[src/rtl/uart_pkg.sv]
// Shared UART definitions: transmitter and receiver FSM state encodings
// plus line-level constants used by both directions.
package uart_pkg;

    typedef enum logic [2:0] {
        TX_IDLE   = 3'd0,
        TX_START  = 3'd1,
        TX_DATA   = 3'd2,
        TX_PARITY = 3'd3,
        TX_STOP   = 3'd4
    } txState_e;

    typedef enum logic [2:0] {
        RX_IDLE   = 3'd0,
        RX_START  = 3'd1,
        RX_DATA   = 3'd2,
        RX_PARITY = 3'd3,
        RX_STOP   = 3'd4
    } rxState_e;

    localparam logic LINE_IDLE  = 1'b1;
    localparam logic START_BIT  = 1'b0;
    localparam logic STOP_BIT   = 1'b1;
    localparam logic PAR_EVEN   = 1'b0;
    localparam logic PAR_ODD    = 1'b1;

endpackage

[src/rtl/uart_parity_calc.sv]
// Parity generator shared by the UART transmitter and the receiver's checker.
// parity_o is the XOR of the word, inverted when odd parity is selected.
module uart_parity_calc #(
    parameter int DATA_WIDTH = 8
) (
    input  logic [DATA_WIDTH-1:0] data_i,
    input  logic                  parTyp_i,
    output logic                  parity_o
);

    assign parity_o = (^data_i) ^ parTyp_i;

endmodule

[src/rtl/uart_tx.sv]
// UART transmitter: one TX bit per CLK cycle, optional parity, registered
// TX_OUT/BUSY; a word may be accepted in IDLE or in STOP for gapless frames.
module uart_tx
    import uart_pkg::*;
#(
    parameter int DATA_WIDTH = 8
) (
    input  logic                  CLK,
    input  logic                  RST,
    input  logic [DATA_WIDTH-1:0] P_DATA,
    input  logic                  DATA_VALID,
    input  logic                  PAR_EN,
    input  logic                  PAR_TYP,
    output logic                  TX_OUT,
    output logic                  BUSY
);

    localparam int CNT_W = (DATA_WIDTH > 1) ? $clog2(DATA_WIDTH) : 1;
    localparam logic [CNT_W-1:0] LAST_BIT = CNT_W'(DATA_WIDTH - 1);

    txState_e              state_q,  state_d;
    logic                  txOut_q,  txOut_d;
    logic                  busy_q,   busy_d;
    logic [CNT_W-1:0]      bitCnt_q, bitCnt_d;
    logic [DATA_WIDTH-1:0] data_q,   data_d;
    logic                  parEn_q,  parEn_d;
    logic                  parTyp_q, parTyp_d;

    logic                  accept;
    logic                  parBit;
    logic [CNT_W-1:0]      nextCnt;

    uart_parity_calc #(
        .DATA_WIDTH(DATA_WIDTH)
    ) u_parity (
        .data_i  (data_q),
        .parTyp_i(parTyp_q),
        .parity_o(parBit)
    );

    assign accept  = DATA_VALID && !busy_q;
    assign nextCnt = bitCnt_q + 1'b1;

    // Outputs are computed as next-state values so they change on the same edge as the state.
    always_comb begin
        state_d  = state_q;
        txOut_d  = txOut_q;
        busy_d   = busy_q;
        bitCnt_d = bitCnt_q;
        data_d   = data_q;
        parEn_d  = parEn_q;
        parTyp_d = parTyp_q;

        case (state_q)
            TX_IDLE, TX_STOP: begin
                if (accept) begin
                    state_d  = TX_START;
                    txOut_d  = START_BIT;
                    busy_d   = 1'b1;
                    data_d   = P_DATA;
                    parEn_d  = PAR_EN;
                    parTyp_d = PAR_TYP;
                end else begin
                    state_d = TX_IDLE;
                    txOut_d = LINE_IDLE;
                    busy_d  = 1'b0;
                end
            end
            TX_START: begin
                state_d  = TX_DATA;
                txOut_d  = data_q[0];
                busy_d   = 1'b1;
                bitCnt_d = '0;
            end
            TX_DATA: begin
                if (bitCnt_q == LAST_BIT) begin
                    if (parEn_q) begin
                        state_d = TX_PARITY;
                        txOut_d = parBit;
                        busy_d  = 1'b1;
                    end else begin
                        state_d = TX_STOP;
                        txOut_d = STOP_BIT;
                        busy_d  = 1'b0;
                    end
                end else begin
                    bitCnt_d = nextCnt;
                    txOut_d  = data_q[nextCnt];
                    busy_d   = 1'b1;
                end
            end
            TX_PARITY: begin
                state_d = TX_STOP;
                txOut_d = STOP_BIT;
                busy_d  = 1'b0;
            end
            default: begin
                state_d = TX_IDLE;
                txOut_d = LINE_IDLE;
                busy_d  = 1'b0;
            end
        endcase
    end

    always_ff @(posedge CLK or posedge RST) begin
        if (RST) begin
            state_q  <= TX_IDLE;
            txOut_q  <= LINE_IDLE;
            busy_q   <= 1'b0;
            bitCnt_q <= '0;
            data_q   <= '0;
            parEn_q  <= 1'b0;
            parTyp_q <= 1'b0;
        end else begin
            state_q  <= state_d;
            txOut_q  <= txOut_d;
            busy_q   <= busy_d;
            bitCnt_q <= bitCnt_d;
            data_q   <= data_d;
            parEn_q  <= parEn_d;
            parTyp_q <= parTyp_d;
        end
    end

    assign TX_OUT = txOut_q;
    assign BUSY   = busy_q;

endmodule

[config.mk]
export PLATFORM = sky130hd
export DESIGN_NAME = uart_tx
export DESIGN_NICKNAME = d
export VERILOG_FILES = /design/src/rtl/uart_pkg.sv /design/src/rtl/uart_parity_calc.sv /design/src/rtl/uart_tx.sv
export SDC_FILE = /design/constraint.sdc
export NUM_CORES = 1
export LEC_CHECK = 0
export CELL_PAD_IN_SITES_DETAIL_PLACEMENT = 1
export CELL_PAD_IN_SITES_GLOBAL_PLACEMENT = 1
export CORE_MARGIN = 2
export CORE_UTILIZATION = 44
export CTS_CLUSTER_SIZE = 12
export DETAILED_ROUTE_END_ITERATION = 10
export DONT_BUFFER_PORTS = 1
export PLACE_DENSITY_LB_ADDON = 0.25
export REMOVE_ABC_BUFFERS = 1
export SLEW_MARGIN = 20
export SYNTH_ARGS = -nofsm -noshare
export SYNTH_HDL_FRONTEND = slang
export SYNTH_SLANG_ARGS = --single-unit
export TNS_END_PERCENT = 1
[constraint.sdc]
create_clock -name CLK -period 1.63 [get_ports CLK]
set_input_delay 0.326 -clock CLK [delete_from_list [all_inputs] [get_ports CLK]]
set_output_delay 0.326 -clock CLK [all_outputs]
set_load 0.1 [all_outputs]
==> Yosys cells after proc, flatten, opt, wreduce, memory -nomap -nowiden <==
Cells that the tools add are included.
{ "totals": {"regBits": 18, "in_bits": 13, "output_inout_bits": 2, "elab_cells": 41} }
{ "op_classes": {"addsub": 1, "n_lt_le_gt_ge": 1, "n_eq_ne": 7, "n_mux": 16, "bitwise_logic": 1, "reduce_logical": 8} }
{ "op_table": {"columns": ["operator", "count"], "rows": [
  ["case mux 3 bit (4 select lines)", 1],
  ["2-to-1 mux 3 bit", 3],
  ["2-to-1 mux 1 bit", 8],
  ["parity 8 bit", 1],
  ["== test 3 x 2 -> 1 bit (second input constant)", 2],
  ["== test 3 bit (second input constant)", 2],
  ["case mux 1 bit (3 select lines)", 2],
  ["case mux 3 bit (2 select lines)", 1],
  ["less-than comparator 3 x 4 -> 1 bit (second input constant)", 1],
  ["inequality test 2 bit (second input constant)", 2],
  ["AND reduction 2 bit", 2],
  ["adder 3 x 1 -> 3 bit (second input constant)", 1],
  ["binary-select mux 1 bit (select 3 bit)", 1],
  ["== test 3 x 1 -> 1 bit (second input constant)", 1],
  ["zero test 3 bit", 1],
  ["nonzero test 2 bit", 1],
  ["OR reduction 2 bit", 1],
  ["logical AND 1 bit", 1],
  ["zero test 1 bit", 1],
  ["bitwise XOR 1 bit", 1]
]} }

==> Longest topological paths before layout <==
{ "logic_depth": {"ltp_word": 5, "depth_mapped": 6, "ltp_nobuf": 6} }

==> Cells and area by module <==
Synthesis repeated with hierarchy kept, for this count alone.
{ "unflattened": {"hier_cells": 84, "hier_area_um2": 999.7} }
{ "by_module_without_submodules": {"columns": ["mod", "instances", "cells_per_inst", "area_per_inst_um2", "seq_area_each_um2"], "rows": [
  ["uart_tx", 1, 77, 917.1, 451.7],
  ["uart_parity_calc", 1, 7, 82.6, 0.0]
]} }

==> Least setup slack after synthesis <==
OpenSTA, ideal clock, no wires.
{ "synth_path": {"kind": "reg-to-reg", "startpoint": "register busy_q, in the netlist BUSY", "endpoint": "register data_q[0]", "setup_time_ns": 0.125, "arrival_ns": 1.778, "required_ns": 1.505, "path_slack_ns": -0.272, "stages_incl_launch_ff": 4, "n_path_buf": 1, "period_less_slack_ns": 1.902, "cell_sequence": "dfrtp_1 > nor4b_4 > buf_2 > mux2_2"} }
{ "synth_via": {"elab_chain_cells": 3} }
{ "synth_lines": {"columns": ["item", "line_no", "rtl"], "rows": [
  ["start: declaration", "uart_tx.sv:23", "logic busy_q, busy_d;"],
  ["start signal: assignment", "uart_tx.sv:117", "busy_q <= busy_d;"],
  ["zero test 1 bit", "uart_tx.sv:41", "assign accept = DATA_VALID && !busy_q;"],
  ["logical AND 1 bit", "uart_tx.sv:41", null],
  ["AND reduction 2 bit (no source line)", null, null],
  ["end signal: assignment", "uart_tx.sv:119", "data_q <= data_d;"],
  ["end: declaration", "uart_tx.sv:25", "logic [DATA_WIDTH-1:0] data_q, data_d;"]
]} }
No other way between the ends.
A chain may end at the register's enable or synchronous reset.

==> Worst setup path after layout <==
{ "layout_path": {"startpoint": "register bitCnt_q[0]", "endpoint": "register txOut_q, in the netlist TX_OUT"} }
{ "layout_via": {"elab_chain_cells": 5, "elab_cells_between_ends": 6, "cone_classes": "add/sub: 1; eq/ne: 1; mux: 4"} }
{ "layout_lines": {"columns": ["item", "line_no", "rtl"], "rows": [
  ["start: declaration", "uart_tx.sv:24", "logic [CNT_W-1:0] bitCnt_q, bitCnt_d;"],
  ["start signal: assignment", "uart_tx.sv:118", "bitCnt_q <= bitCnt_d;"],
  ["adder 3 x 1 -> 3 bit", "uart_tx.sv:42", "assign nextCnt = bitCnt_q + 1'b1;"],
  ["binary-select mux 1 bit (select 3 bit)", "uart_tx.sv:88", "txOut_d = data_q[nextCnt];"],
  ["2-to-1 mux 1 bit (not written as such)", "uart_tx.sv:88", null],
  ["2-to-1 mux 1 bit *", "uart_tx.sv:76", "if (bitCnt_q == LAST_BIT) begin"],
  ["case mux 1 bit (3 select lines) *", "uart_tx.sv:54", "case (state_q)"],
  ["via txOut_d", "uart_tx.sv:22", "logic txOut_q, txOut_d;"],
  ["end signal: assignment", "uart_tx.sv:116", "txOut_q <= txOut_d;"],
  ["end: declaration", "uart_tx.sv:22", null]
]} }
Mark *: on every way through the listed nets, which the timed path passes. The rest lies on a longest branch. The select of a mux whose other input is x is not followed.

==> flow_summary.toml <==
[floorplanning]
die_y_um = 51.8
core_area_mm2 = 0.00219
dieArea_mm2 = 0.00268
rows = 17
die_w_um = 51.8
num_io_pins = 15
start_util_pct = 45.9

[clock_tree]
clk_pin_slew_ps = 110
clk_latency_ps = 300
cts_tree = "yes"
post_cts_buffers = 0
htree_num_levels = 1
clock-root-buffer = "clkbuf_4"
clk_path_buf_depth = 2
clock_sinks = 18
cts_buffers = 3

[global_route]
grt_overflow = 0
grt_pass1_wl_um = 3340
antenna_found_initial = 0
grt.total_usage_pct = 17.4
grt_pass1_vias = 682
grt_max_degree = 19

[setup_path]
reg2reg_from = "bitCnt_q[0]"
reg2reg_to = "TX_OUT"
r2r_cells = 5
cp.required_ps = 1850
worstPathArrival_ps = 1900
cp-start-kind = "flop"
path_cells = "ha_2 -> ha_4 -> mux4_2 -> o21ai_2 -> a21oi_2"
cp_slowest_cell = "mux4_2"
critPathKind = "flop to flop"
critical-path-top-delay-family = "multiplexers"
cp_slowest_stage_delay_ps = 500
critPathCaptureType = "flop"
crit_fanout = 2
regToRegSetupSlack_ps = -50
path_buf_inv = 0

[placed_design]
dpl.hpwl_um = 1390
port_buffers = 0
gp_congestion = 0.738

[sta]
period_needed_ps = 1680
slew_viol_final = 0
worstMarginPinSlew_ps = 702
slew_headroom_pct = 53.1
fin_crit_sh_pct = 103
fmax_ghz = 0.594
holdWs_ps = 11.1
finalSetupViolations = 1
worst_slack_ps = -52.9
worst_clock_skew_ps = 17.1
rsz0062_at_grt = "yes"
hold_viol = 0

[finish]
fin_nets = 98
diodes = 0
drive_gt1_share_pct = 42.7
syn_to_final_growth_pct = 13.6

[yosys]
yosys_warnings = 0
ys_seq_area_share_pct = 44.9
ys_seq_elements = 18
synthArstFlopShare_pct = 100
synth-main-ff-cell = "dfrtp_1"
synth_area_mm2 = 0.00101
ys_types = 31
synthCells = 75
synth_enable_flop_cells = 0
syn_avg_cell_area_um2 = 13.4

[flow_run]
drv_cap = 0

[route]
drt_iter0_drc = 3
drc_errors = 0
wire_per_inst_um = 17.1
dr.pass1.iters = 4
drtAntennaViolNets = 0
vias = 632
detail_route.wirelength_um = 1880
vias_per_cell = 5.75

[hold_path]
worstHoldPathType = "primary input to asynchronous set/reset pin"

[outcome]
status = "finished, violations left"
failed_checks = "setup timing"

[power_and_ir_drop]
leakage_uw = 0.000491
finalPower_uw = 2700
ir_drop_v = 0.00101
power_density_mw_per_mm2 = 2370
==> synthesized netlist by cell type, types with 2 or more instances <==
master    count  area (um^2)
o311ai_0      2         17.5
mux2_1        3         33.8
a21oi_1       5         25.0
a22o_1        4         35.0
inv_1         2         7.51
xnor2_1       2         17.5
or2_2         2         12.5
mux2_2       11          124
xnor3_1       2         45.0
nor3b_1       2         15.0
ha_1          2         25.0
dfrtp_1      17          425
buf_2         3         15.0
==> cell type report <==
cell class | instances | area (um^2)
repair buffers | 7 | 65.1
inverters | 2 | 7.51
fillers | 225 | 1050
clock buffers | 4 | 26.3
multi-input cells | 51 | 557
well taps | 28 | 35.0
flip-flops and latches | 18 | 452
==> cell families after synthesis <==
logic type	synth area share, %
flip-flops	44.9
multiplexers	20.4
AO/OA/AOI/OAI	9.20
AND/OR/NAND/NOR	10.2
XOR/XNOR	9.45
buffers and inverters	3.36
adder cells (fa/ha/maj)	2.49
==> flip-flops by register name, summed over array words and instances, names as in the netlist <==
signal / count
TX_OUT: 1
data_q: 8
state_q: 3
BUSY: 1
bitCnt_q: 3
parEn_q: 1
parTyp_q: 1
==> metrics by stage <==
| step | worst slack, ps | util [%] | std cells | area, um^2 | TNS (ps) |
|---|---|---|---|---|---|
| floorplan | -323 | - | 71 | 980 | -3730 |
| global placement | -53.3 | 49.3 | 106 | 1080 | -53.3 |
| detailed placement | -121 | 49.3 | 106 | 1080 | -167 |
| CTS | -59.5 | 51.7 | 110 | 1130 | -59.5 |
| global route | -148 | 52.1 | 110 | 1140 | -192 |
| finish | -52.9 | 52.1 | 110 | 1140 | -52.9 |
==> worst max-delay path by stage <==
stage / from / end / cells after the start
finish: bitCnt_q[0] / TX_OUT / 5
global placement: bitCnt_q[0] / TX_OUT / 5
floorplan: BUSY / data_q[0] / 2
CTS: bitCnt_q[0] / TX_OUT / 5
detailed placement: bitCnt_q[0] / TX_OUT / 5
global route: bitCnt_q[0] / TX_OUT / 5
==> where the power goes <==
group          internal (uW)  switching [uW]
logic                    915             557
clock network           95.1             137
registers                672             326
==> cell usage in the layout (no fill, tap or decap), types with 2 or more instances in the layout <==
master    Yosys  layout
dfrtp_1      17      17
a21oi_2       0       2
a22o_1        4       4
inv_1         2       2
o311ai_0      2       2
a21oi_1       5       3
xnor2_1       2       2
buf_4         0       6
nor3b_1       2       2
mux2_1        3       3
xnor3_1       2       2
mux2_2       11      11
clkbuf_4      0       3
==> layer usage <==
layer	track usage [%]	vias up	wire length (um)
li1	-	293	-
met1	21.7	329	857
met2	28.8	8	958
met3	2.59	2	51
met4	9.21	0	16
met5	0	-	0
==> timing repair <==
item / CTS / global route
resized for setup: 5 / 3
setup endpoints to repair: 3 / 5
cloned: 0 / 0
hold buffers: 0 / 0
pin swaps: 0 / 1
(Power assumes the default switching activity.)
